<file path="src/rtl/pc_select_reg_pkg.sv">
// Shared types and constants for the PC source/exception unit.
package pc_sel_pkg;

    typedef enum logic [1:0] {
        IDLE  = 2'd0,
        SAVE  = 2'd1,
        FETCH = 2'd2
    } pc_state_e;

    localparam logic [1:0] EXC_OPCODE = 2'd0;
    localparam logic [1:0] EXC_OVF    = 2'd1;
    localparam logic [1:0] EXC_DIV0   = 2'd2;
    localparam logic [1:0] EXC_ALIGN  = 2'd3;

    localparam int DEF_VEC_BASE = 253;

endpackage

</file>
<file path="src/rtl/pc_select_reg_if.sv">
// Control/datapath bundle for pc_select_reg.
// The align_err signal exists only when PC_SEL_ALIGN_CHECK_EN is defined.
interface pc_select_reg_if #(
    parameter int WIDTH   = 32,
    parameter int NUM_SRC = 6,
    parameter int SEL_W   = 3
);
    logic [SEL_W-1:0]         sel;
    logic [NUM_SRC*WIDTH-1:0] src_data;
    logic                     pc_load;
    logic                     exc_req;
    logic [1:0]               exc_code;
    logic                     busy;
    logic [WIDTH-1:0]         pc_out;
    logic [WIDTH-1:0]         epc_out;
    logic                     sel_err;
    logic                     vec_req;
    logic [WIDTH-1:0]         vec_addr;
    logic                     vec_ack;
    logic [7:0]               vec_data;
`ifdef PC_SEL_ALIGN_CHECK_EN
    logic                     align_err;
`endif

    modport master (
        output sel, src_data, pc_load, exc_req, exc_code, vec_ack, vec_data,
        input  busy, pc_out, epc_out, sel_err, vec_req, vec_addr
`ifdef PC_SEL_ALIGN_CHECK_EN
        , input align_err
`endif
    );

    modport slave (
        input  sel, src_data, pc_load, exc_req, exc_code, vec_ack, vec_data,
        output busy, pc_out, epc_out, sel_err, vec_req, vec_addr
`ifdef PC_SEL_ALIGN_CHECK_EN
        , output align_err
`endif
    );

endinterface

</file>
<file path="src/rtl/pc_select_reg_pc_src_mux.sv">
// Combinational NUM_SRC-to-1 selector; out-of-range selects yield zero and sel_valid_o low.
module pc_src_mux #(
    parameter int WIDTH   = 32,
    parameter int NUM_SRC = 6,
    parameter int SEL_W   = 3
) (
    input  logic [SEL_W-1:0]         sel_i,
    input  logic [NUM_SRC*WIDTH-1:0] src_i,
    output logic [WIDTH-1:0]         data_o,
    output logic                     sel_valid_o
);

    always_comb begin
        data_o      = '0;
        sel_valid_o = 1'b0;
        for (int i = 0; i < NUM_SRC; i++) begin
            if (sel_i == SEL_W'(i)) begin
                data_o      = src_i[i*WIDTH +: WIDTH];
                sel_valid_o = 1'b1;
            end
        end
    end

endmodule

</file>
<file path="src/rtl/pc_select_reg.sv">
// PC source mux + PC/EPC registers + exception vector sequencer (IDLE/SAVE/FETCH).
// Define PC_SEL_ALIGN_CHECK_EN to reject misaligned loads and raise a code-3 exception.
module pc_select_reg
    import pc_sel_pkg::*;
#(
    parameter int WIDTH      = 32,
    parameter int NUM_SRC    = 6,
    parameter int SEL_W      = 3,
    parameter int RESET_PC   = 0,
    parameter int EPC_OFFSET = 4,
    parameter int VEC_BASE   = DEF_VEC_BASE
) (
    input  logic              clk,
    input  logic              reset,
    pc_select_reg_if.slave    bus
);

    pc_state_e        state_q, state_d;
    logic [WIDTH-1:0] pc_q, pc_d;
    logic [WIDTH-1:0] epc_q, epc_d;
    logic [1:0]       code_q, code_d;
    logic             sel_err_q, sel_err_d;
    logic [WIDTH-1:0] mux_data;
    logic             sel_valid;
    logic             take_exc;
`ifdef PC_SEL_ALIGN_CHECK_EN
    logic             align_err_q, align_err_d;
    logic             align_exc_q, align_exc_d;
`endif

    pc_src_mux #(.WIDTH(WIDTH), .NUM_SRC(NUM_SRC), .SEL_W(SEL_W)) u_mux (
        .sel_i       (bus.sel),
        .src_i       (bus.src_data),
        .data_o      (mux_data),
        .sel_valid_o (sel_valid)
    );

    always_comb begin
        state_d   = state_q;
        pc_d      = pc_q;
        epc_d     = epc_q;
        code_d    = code_q;
        sel_err_d = 1'b0;
        take_exc  = bus.exc_req;
`ifdef PC_SEL_ALIGN_CHECK_EN
        align_err_d = 1'b0;
        align_exc_d = align_exc_q;
        // A rejected misaligned load becomes an exception on the following cycle
        take_exc    = bus.exc_req | align_err_q;
`endif
        unique case (state_q)
            IDLE: begin
                if (take_exc) begin
                    state_d = SAVE;
`ifdef PC_SEL_ALIGN_CHECK_EN
                    align_exc_d = align_err_q;
`endif
                end else if (bus.pc_load) begin
                    if (!sel_valid) begin
                        sel_err_d = 1'b1;
`ifdef PC_SEL_ALIGN_CHECK_EN
                    end else if (mux_data[1:0] != 2'b00) begin
                        align_err_d = 1'b1;
`endif
                    end else begin
                        pc_d = mux_data;
                    end
                end
            end
            SAVE: begin
                epc_d   = pc_q - WIDTH'(EPC_OFFSET);
`ifdef PC_SEL_ALIGN_CHECK_EN
                code_d  = align_exc_q ? EXC_ALIGN : bus.exc_code;
`else
                code_d  = bus.exc_code;
`endif
                state_d = FETCH;
            end
            FETCH: begin
                if (bus.vec_ack) begin
                    pc_d    = WIDTH'(bus.vec_data);
                    state_d = IDLE;
                end
            end
            default: state_d = IDLE;
        endcase
    end

    always_ff @(posedge clk or posedge reset) begin
        if (reset) begin
            state_q   <= IDLE;
            pc_q      <= WIDTH'(RESET_PC);
            epc_q     <= '0;
            code_q    <= '0;
            sel_err_q <= 1'b0;
`ifdef PC_SEL_ALIGN_CHECK_EN
            align_err_q <= 1'b0;
            align_exc_q <= 1'b0;
`endif
        end else begin
            state_q   <= state_d;
            pc_q      <= pc_d;
            epc_q     <= epc_d;
            code_q    <= code_d;
            sel_err_q <= sel_err_d;
`ifdef PC_SEL_ALIGN_CHECK_EN
            align_err_q <= align_err_d;
            align_exc_q <= align_exc_d;
`endif
        end
    end

    assign bus.pc_out   = pc_q;
    assign bus.epc_out  = epc_q;
    assign bus.sel_err  = sel_err_q;
    assign bus.busy     = (state_q != IDLE);
    assign bus.vec_req  = (state_q == FETCH);
    assign bus.vec_addr = (state_q == FETCH) ? (WIDTH'(VEC_BASE) + WIDTH'(code_q)) : '0;
`ifdef PC_SEL_ALIGN_CHECK_EN
    assign bus.align_err = align_err_q;
`endif

endmodule

</file>
<file path="src/flat_wrapper.sv">
// flat-port wrapper written by rule: the top's interface ports become plain ports
module pc_select_reg_flat import pc_sel_pkg::*;
#(
    parameter int WIDTH      = 32,
    parameter int NUM_SRC    = 6,
    parameter int SEL_W      = 3,
    parameter int RESET_PC   = 0,
    parameter int EPC_OFFSET = 4,
    parameter int VEC_BASE   = DEF_VEC_BASE
)
  (clk, reset, bus_sel, bus_src_data, bus_pc_load, bus_exc_req, bus_exc_code, bus_vec_ack, bus_vec_data, bus_busy, bus_pc_out, bus_epc_out, bus_sel_err, bus_vec_req, bus_vec_addr);
  pc_select_reg_if #(.WIDTH(WIDTH), .NUM_SRC(NUM_SRC), .SEL_W(SEL_W)) bus_i ();
  input  logic clk;
  input  logic reset;
  input wire logic [$bits(bus_i.sel)-1:0] bus_sel;
  input wire logic [$bits(bus_i.src_data)-1:0] bus_src_data;
  input wire logic [$bits(bus_i.pc_load)-1:0] bus_pc_load;
  input wire logic [$bits(bus_i.exc_req)-1:0] bus_exc_req;
  input wire logic [$bits(bus_i.exc_code)-1:0] bus_exc_code;
  input wire logic [$bits(bus_i.vec_ack)-1:0] bus_vec_ack;
  input wire logic [$bits(bus_i.vec_data)-1:0] bus_vec_data;
  output wire logic [$bits(bus_i.busy)-1:0] bus_busy;
  output wire logic [$bits(bus_i.pc_out)-1:0] bus_pc_out;
  output wire logic [$bits(bus_i.epc_out)-1:0] bus_epc_out;
  output wire logic [$bits(bus_i.sel_err)-1:0] bus_sel_err;
  output wire logic [$bits(bus_i.vec_req)-1:0] bus_vec_req;
  output wire logic [$bits(bus_i.vec_addr)-1:0] bus_vec_addr;
  assign bus_i.sel = bus_sel;
  assign bus_i.src_data = bus_src_data;
  assign bus_i.pc_load = bus_pc_load;
  assign bus_i.exc_req = bus_exc_req;
  assign bus_i.exc_code = bus_exc_code;
  assign bus_i.vec_ack = bus_vec_ack;
  assign bus_i.vec_data = bus_vec_data;
  assign bus_busy = bus_i.busy;
  assign bus_pc_out = bus_i.pc_out;
  assign bus_epc_out = bus_i.epc_out;
  assign bus_sel_err = bus_i.sel_err;
  assign bus_vec_req = bus_i.vec_req;
  assign bus_vec_addr = bus_i.vec_addr;
  pc_select_reg #(.WIDTH(WIDTH), .NUM_SRC(NUM_SRC), .SEL_W(SEL_W), .RESET_PC(RESET_PC), .EPC_OFFSET(EPC_OFFSET), .VEC_BASE(VEC_BASE)) u_core (.clk(clk), .reset(reset), .bus(bus_i));
endmodule
</file>
<file path="config.mk">
export PLATFORM = sky130hd
export DESIGN_NAME = pc_select_reg_flat
export DESIGN_NICKNAME = d
export VERILOG_FILES = /design/src/rtl/pc_select_reg_pkg.sv /design/src/rtl/pc_select_reg_if.sv /design/src/rtl/pc_select_reg_pc_src_mux.sv /design/src/rtl/pc_select_reg.sv /design/src/flat_wrapper.sv
export SDC_FILE = /design/constraint.sdc
export NUM_CORES = 1
export LEC_CHECK = 0
export CORE_MARGIN = 2
export CORE_UTILIZATION = 39
export CTS_CLUSTER_DIAMETER = 100
export DETAILED_ROUTE_END_ITERATION = 7
export GPL_TIMING_DRIVEN = 0
export PLACE_DENSITY = 0.82
export SYNTH_ARGS = -nofsm -noshare
export SYNTH_HDL_FRONTEND = slang
export SYNTH_HIERARCHICAL = 1
export SYNTH_SLANG_ARGS = --single-unit
export TNS_END_PERCENT = 30
</file>
<file path="constraint.sdc">
create_clock -name clk -period 3.36 [get_ports clk]
set_clock_uncertainty 0.15 [all_clocks]
set_input_delay 0.336 -clock clk [delete_from_list [all_inputs] [get_ports clk]]
set_output_delay 0.336 -clock clk [all_outputs]
set_load 0.01 [all_outputs]
</file>
==> results.md, run 1 <==
- The unique cell type count in the Yosys netlist is 53.
- After clock tree synthesis, the flow added hold-fix buffers numbering 0.
- CTS placed an instance of clkbuf_16 at the clock tree root.
- Buffers inserted during clock tree synthesis total 9.
- At the later pin of the worst-skew pair, clock insertion delay measures 0.33 ns.
- The worst setup path is launched from a flop.
- The final-stage net count is 1076.
- The vias per cell is 5.40.
- The core region is 13300 um^2.
- The count of TritonRoute iterations in the first routing pass is 6.
- Once the clock tree was built, the resizer swapped 0 gates to a different size.
- Synthesis produced 546 cells.
- The final routed DRC violation total is 0.
- The count of flip-flops with a built-in enable after synthesis is 0.
- The floorplan row count is 42.
- The area of the die is roughly 15000 um^2.
- The initial antenna violation count was 0.
- The top achievable clock speed is about 350 MHz.
- The quantity of I/O buffers inserted on ports is 284.
- Once the clock tree was built, the setup fixing pass inserted 0 buffers.
- The static leakage power is 3.38 nW.
- The worst vdd rail ir drop is 0.000274 V.
- The worst-margin pin slew is 0.946 ns.
- The sequential share of the synthesized area is 32.1%.
- The final number of max-transition violations is 0.
- The required arrival time at the worst endpoint is around 2.9 ns.
- Yosys printed 6 warnings.
- The die span in x is between 100 and 150 um.
- The sort of element at the end of the critical path is a primary output.
- The clock-pin slew on the worst setup and hold paths is 0.05 ns.
- The antenna diode instance count is 0.
- The HPWL after detailed placement is approximately 17 mm.
- The maximum buffer depth of the clock tree is 2.
- The via count of the first global-routing pass is 5339.
- Counting flops with an async set or reset pin after synthesis yields a share of 100%.
- The cell accounting for the most synthesized area is dfrtp_1.
- Measured against its own limit, the worst slew margin works out to 36.0%.
- The final non-filler cell total is approximately 1000.
- Of the available clock period, the critical path in the final layout requires approximately 85%.
- The first-pass GRT wire length is 29.7 mm.
- The total overflow reported by the global router is 0.
- The ratio of total power to cell area is 647 nW/um^2.
- The average cell area after synthesis is around 9.9 um^2.
- For this configuration, the core starts out at a cell density of a little over 40%.
- The share of synthesized area in the top cell type comes to 32.1%.
- The final routed wire length divided by cell count is around 19 um.
- Setup repair after global routing left no endpoint under its margin.
- The growth of design area from synthesis to finish is 63.9%.
- The synthesized netlist occupies a cell area of approximately 5400 um^2.
- For this block, the routed nets add up to approximately 20 mm of wire.
- The global router's overall resource usage is roughly a quarter.
- Ranked by total cell area, the synthesized netlist is headed by dfrtp_1, o32ai_2, a221oi_2.
- The H-tree was split into 3 levels.
- The worst path in the final design needs a cycle of 2.85 ns, including I/O delays and setup.
- Among all cell types in the netlist, the one instantiated most often is dfrtp_1.
- From bottom edge to top edge, the die measures between 100 and 150 um.
- In this run the worst hold path is classified as in2async.
- Across all layers, the routed design uses 5647 vias.
- The routability congestion estimate is 0.864.
- The peak fanout along the critical path is 10.
- Setup violations remaining at the end of the flow were counted as 0.
- After routing, the total negative slack on setup checks comes to 0 ns.
- The most used flip-flop cell after synthesis is dfrtp_1.
- The number of DRC violations after detailed-routing iteration 0 is 436.
- The clock tree from TritonCTS is yes.
- The count of endpoints failing hold in the final timing report is 0.
- Once placement completed, the tool counted placed cells totaling 1029.
- The max-cap check violation count is 0.
- STA puts the critical path data arrival time at roughly 2.4 ns.
- The type of the worst setup path is reg2out.
- Once detail routing completed, the nets flagged for antenna violations numbered 0.
- The flow ran to the end, and the final reports show no timing, DRC or antenna violations.
- Clock tree synthesis found a total of ~70 sinks.
- By count the netlist is led by dfrtp_1, nand2_1, o21ai_0.
- In this run the count of I/O pins placed on the die edge is 309.
- The register bit count reported by yosys is 69.
- The pin count of the biggest net entering global routing is 42.
- The share of cells above drive strength 1 is around 17%.
## cell families (layout without fill, tap and decap cells)
kind of cell             after synthesis  count (layout)  synth area share [%]
multiplexers                          40              40                  8.18
buffers and inverters                 91             392                  10.3
flip-flops                            69              69                  32.1
other                                  1              23                0.0697
XOR/XNOR                              12              12                  1.95
adder cells (fa/ha/maj)                2               2                 0.465
AND/OR/NAND/NOR                      125             125                  12.3
AO/OA/AOI/OAI                        206             206                  34.6
## worst max-delay path, cell delays in order, from the launching register on
cell,delay [ns]
dfrtp_1,0.41
nand2b_1,0.24
inv_2,0.12
clkbuf_1,0.51
and2_1,0.22
clkdlybuf4s50_1,0.53
## cell usage in the layout (no fill, tap or decap), types with 5 or more instances in the layout
cell | netlist | final
nor2_1 | 27 | 27
o21ai_1 | 19 | 19
o21ai_0 | 39 | 39
buf_2 | 8 | 8
o31ai_1 | 8 | 8
mux2_2 | 18 | 18
conb_1 | 1 | 23
nand2_1 | 41 | 41
dfrtp_1 | 69 | 69
o32ai_2 | 30 | 30
or3_1 | 5 | 5
clkbuf_1 | 32 | 36
a31oi_1 | 15 | 15
nand4_1 | 5 | 5
a221oi_2 | 29 | 29
o22ai_1 | 32 | 32
or4_1 | 11 | 11
clkbuf_16 | 0 | 9
buf_6 | 11 | 11
nand3_1 | 5 | 5
buf_4 | 31 | 31
xor2_1 | 8 | 8
mux2i_1 | 8 | 8
clkdlybuf4s50_1 | 0 | 284
a22o_1 | 23 | 23
mux2_1 | 14 | 14
## registers in the layout, indices dropped and copies added, names as in the netlist
register	cells
u_core/bus.pc_out	32
u_core/code_q	2
u_core/bus.epc_out	32
u_core/bus.sel_err	1
u_core/state_q	2
## metal layers
metal / GRT usage, % / part of all wire [%] / wire length, um / up-vias
met5: 0 / 0 / 0 / -
met4: 8.62 / 2.0 / 407 / 0
met3: 4.18 / 6.2 / 1240 / 30
met2: 45.6 / 50 / 9940 / 259
met1: 34.1 / 42 / 8480 / 2639
li1: - / - / - / 2719
## report_power, final
group	total, W	switching [W]	internal, W
Combinational	0.00316	0.00147	0.00169
Sequential	0.00169	0.000457	0.00123
Clock	0.000865	0.000326	0.000539
## final cells by class
cell class	instances	area (um^2)
buffer	83	526
clock buffer	15	268
clock inverter	1	5.00
fill	1081	4530
inverter	8	30.0
multi-input combinational	408	3180
sequential	69	1730
tap	176	220
timing repair buffer	285	2860
## path summary, 6_finish.rpt
path | depth (start not counted) | to | slack (ns) | start
worst max-delay path | 5 | bus_vec_addr[1] | 0.51 | u_core/state_q[0]$_DFFE_PP0P_
worst min-delay path | 2 | u_core/bus.epc_out[25]$_DFFE_PP0N_ | 0.24 | reset
worst max register to register | 6 | u_core/bus.epc_out[20]$_DFFE_PP0N_ | 0.67 | u_core/bus.pc_out[2]$_DFFE_PP0P_
worst min register to register | 2 | u_core/bus.epc_out[26]$_DFFE_PP0N_ | 0.34 | u_core/bus.epc_out[26]$_DFFE_PP0N_
max in group asynchronous | 3 | u_core/bus.epc_out[0]$_DFFE_PP0N_ | 2.20 | reset
min in group clk | 2 | u_core/bus.epc_out[26]$_DFFE_PP0N_ | 0.34 | u_core/bus.epc_out[26]$_DFFE_PP0N_
## per-stage QoR
| stage | instance area (um^2) | power (W) | hold slack, ns | utilization [%] | setup slack (ns) |
|---|---|---|---|---|---|
| finish | 8820 | 0.00571 | 0.239 | 66.1 | 0.510 |
| global route | 8820 | 0.00607 | 0.306 | 66.1 | 0.374 |
| CTS | 8820 | 0.00571 | 0.256 | 66.1 | 0.499 |
| detailed placement | 8550 | 0.00483 | 0.321 | 64.0 | 0.373 |
| global placement | 8530 | 0.00476 | 0.316 | 63.9 | 0.0810 |
| floorplan | 5470 | 0.00326 | 0.291 | - | 0.985 |
(Power assumes the default switching activity.)
==> inputs of run 2 (changes only) <==
- CORE_UTILIZATION: 39 -> 35
- PLACE_DENSITY: 0.82 -> 0.78
- clock period: 3.36 -> 2.6 ns (I/O delays scaled with it)
==> run 2 against run 1 <==
Global-route usage shrank 2.5 points. Sequential cell count is the same. Largest power group unchanged. Register-to-register slack lost 0.60 ns. Non-clock buffer count shrank 1. Design area shrank 0.14%. Routed wire length shrank 0.79%. Worst hold slack gained 0.035 ns. Critical endpoint is now u_core/bus.epc_out[28]$_DFFE_PP0N_. Combinational power grew 29%. Total power grew 28%. Core utilization shrank 7.7 points. Clock power grew 20%. Sequential power grew 30%.
==> results.md, run 2 (synthesis gave the netlist of run 1 again) <==
- Post-CTS timing repair inserted 0 buffers for setup.
- For this run, design rule violations remaining after detail routing come to 0.
- In the layout the commonest cells are clkdlybuf4s50_1, dfrtp_1, nand2_1.
- The design area is 8810 um^2.
- The analysis attributes to cell leakage a power of 3.36 nW.
- The final hold slack is 0.274 ns.
- The first-pass GRT wire length is 30.2 mm.
- Once the floorplan was initialized, standard cells occupied 35.7% of the core.
- The number of buffers inserted by hold repair at cts is 0.
- The top achievable clock speed is 395 MHz.
- The global router's overall resource usage is 24.0%.
- The startpoint identified for the worst register-to-register timing path is u_core/bus.pc_out[2]$_DFFE_PP0P_.
- The tightest min-delay check is of the in2reg type.
- The congestion estimate from routability-driven global placement came to 0.835.
- The critical path launch point type is a flop.
- Clock-pin slew was measured on the worst setup and hold paths at 0.05 ns.
- The maximum level of the CTS H-tree is 3.
- After detailed placement, the total cell area comes to 8550 um^2.
- 0 antenna diodes ended up in the layout.
- Global routing finished with a remaining overflow of 0.
- The initial antenna violation count was 0.
- The cell depth of the worst flop-to-flop path is 6.
- The number of clock buffers added by TritonCTS is 9.
- The cell count of the worst hold path is 3.
- The peak fanout along the critical path is 10.
- STA puts the critical path data required time at 2.70 ns.
- Setup violations remaining at the end of the flow were counted as 0.
- The via count of the routed design is 5567.
- The ratio of total power to cell area is 830 nW/um^2.
- The type of the worst setup path is reg2reg.
- TritonCTS built the clock tree.
- The final number of max-transition violations was 0.
- The source of the critical timing path is u_core/bus.pc_out[2]$_DFFE_PP0P_.
- For this block, the initial DRC count from the detailed router was roughly 360.
- The share of cells above drive strength 1 is 17.5%.
- The clock network latency to the later pin of the worst-skew pair is around 0.33 ns.
- The critical path arrival is 2.63 ns.
- The most frequent standard cell in the layout excluding fill and tap cells is clkdlybuf4s50_1.
- The core region is 15100 um^2.
- Measured against its own limit, the worst slew margin works out to 43.8%.
- The setup slack on the worst flop-to-flop path is 0.07 ns.
- The run finished with clean final reports.
- After detailed routing, the average wire length per cell comes to 18.9 um.
- The floorplan row count is between 40 and 50.
- In the finished design, the share of the clock period the worst path needs comes to 97.3%.
- The worst reg2reg path endpoint is u_core/bus.epc_out[28]$_DFFE_PP0N_.
- The die span in x is 128 um.
- The quantity of I/O buffers inserted on ports is 284.
- The number of clock sinks is between 60 and 70.
- Across the run, the number of max-cap violations was 0.
- The worst setup path is captured at a flop.
- The routed design has ~20 mm of wire.
- After detailed routing, the number of vias per cell comes to ~5.3.
- The count of nets left with antenna violations once routing finished came out at 0.
- Entering global routing, the biggest net connects 70 pins.
- 309 I/O pins were placed.
- The count of TritonRoute iterations in the first routing pass is 5.
- Detailed placement finished with a half-perimeter wire length of 16.6 mm.
- The final-stage net count is about 1100.
- The number of fillers in the final layout is around 1300.
- The die covers 16400 um^2.
- VDD sags by at most ~0.00035 V.
- The via count of the first global-routing pass is 5364.
- The smallest clock period supported by the final layout is computed as 2.53 ns.
- The CTS root buffer is clkbuf_16.
- The vertical die dimension is 128 um.
- The end point of the critical path is u_core/bus.epc_out[28]$_DFFE_PP0N_.
- The worst-margin pin slew is between 0.8 and 0.9 ns.
- The count of endpoints failing hold in the final timing report is 0.
- Setup repair after global routing could not meet its margin everywhere.
- The maximum buffer depth of the clock tree is 2.
- The growth of design area from synthesis to finish is 63.6%.
==> run 2: worst max-delay path, stage by stage, from the launching register on <==
cell	delay (ns)
dfrtp_1	0.44
inv_1	0.08
ha_1	0.22
or4b_1	0.56
clkbuf_1	0.29
or4_1	0.55
a31oi_1	0.17
==> run 2: how the worst min path moves through the flow <==
stage / from / endpoint / slack [ns]
finish: bus_sel[1] / u_core/bus.pc_out[31]$_DFFE_PP0P_ / 0.27
global route: bus_sel[1] / u_core/bus.pc_out[31]$_DFFE_PP0P_ / 0.28
CTS: bus_sel[1] / u_core/bus.pc_out[1]$_DFFE_PP0P_ / 0.26
detailed placement: u_core/bus.epc_out[18]$_DFFE_PP0N_ / u_core/bus.epc_out[18]$_DFFE_PP0N_ / 0.33
global placement: u_core/bus.epc_out[14]$_DFFE_PP0N_ / u_core/bus.epc_out[14]$_DFFE_PP0N_ / 0.31
floorplan: bus_exc_code[0] / u_core/code_q[0]$_DFFE_PP0N_ / 0.22
==> run 2: cell type report <==
type / count / area [um^2] / share of cell area, %
Inverter: 8 / 32.5 / 0.369
Clock buffer: 11 / 243 / 2.76
Multi-Input combinational cell: 408 / 3200 / 36.3
Sequential cell: 69 / 1730 / 19.6
Buffer: 83 / 529 / 6.01
Tap cell: 188 / 235 / 2.67
Timing Repair Buffer: 284 / 2840 / 32.3
==> run 2: layer usage <==
| metal | track usage (%) | part of all wire [%] | vias up |
|---|---|---|---|
| li1 | - | - | 2720 |
| met1 | 31.1 | 43 | 2599 |
| met2 | 41.7 | 50 | 231 |
| met3 | 4.13 | 5.4 | 17 |
| met4 | 6.01 | 1.3 | 0 |
| met5 | 0 | 0 | - |
==> run 2: timing repair <==
item | CTS | global route
endpoints found under the setup margin | 3 | 43
gates cloned | 0 | 0
gates resized for setup | 1 | 5
==> run 2: stage by stage <==
stage | power, W | util (%) | setup slack, ns | std cells | TNS (ns)
after floorplan | 0.00421 | - | 0.225 | 568 | 0
after global placement | 0.00618 | 56.6 | -0.674 | 1040 | -53.30
after detailed placement | 0.00626 | 56.6 | -0.264 | 1040 | -7.63
after CTS | 0.00732 | 58.3 | 0.0113 | 1051 | 0
after global routing | 0.00781 | 58.4 | -0.0749 | 1051 | -0.248
final | 0.00731 | 58.4 | 0.0714 | 1051 | 0
==> run 2: power breakdown <==
part	switching, W	internal (W)
Clock	0.000399	0.000643
Combinational	0.00188	0.00219
Sequential	0.000611	0.00159
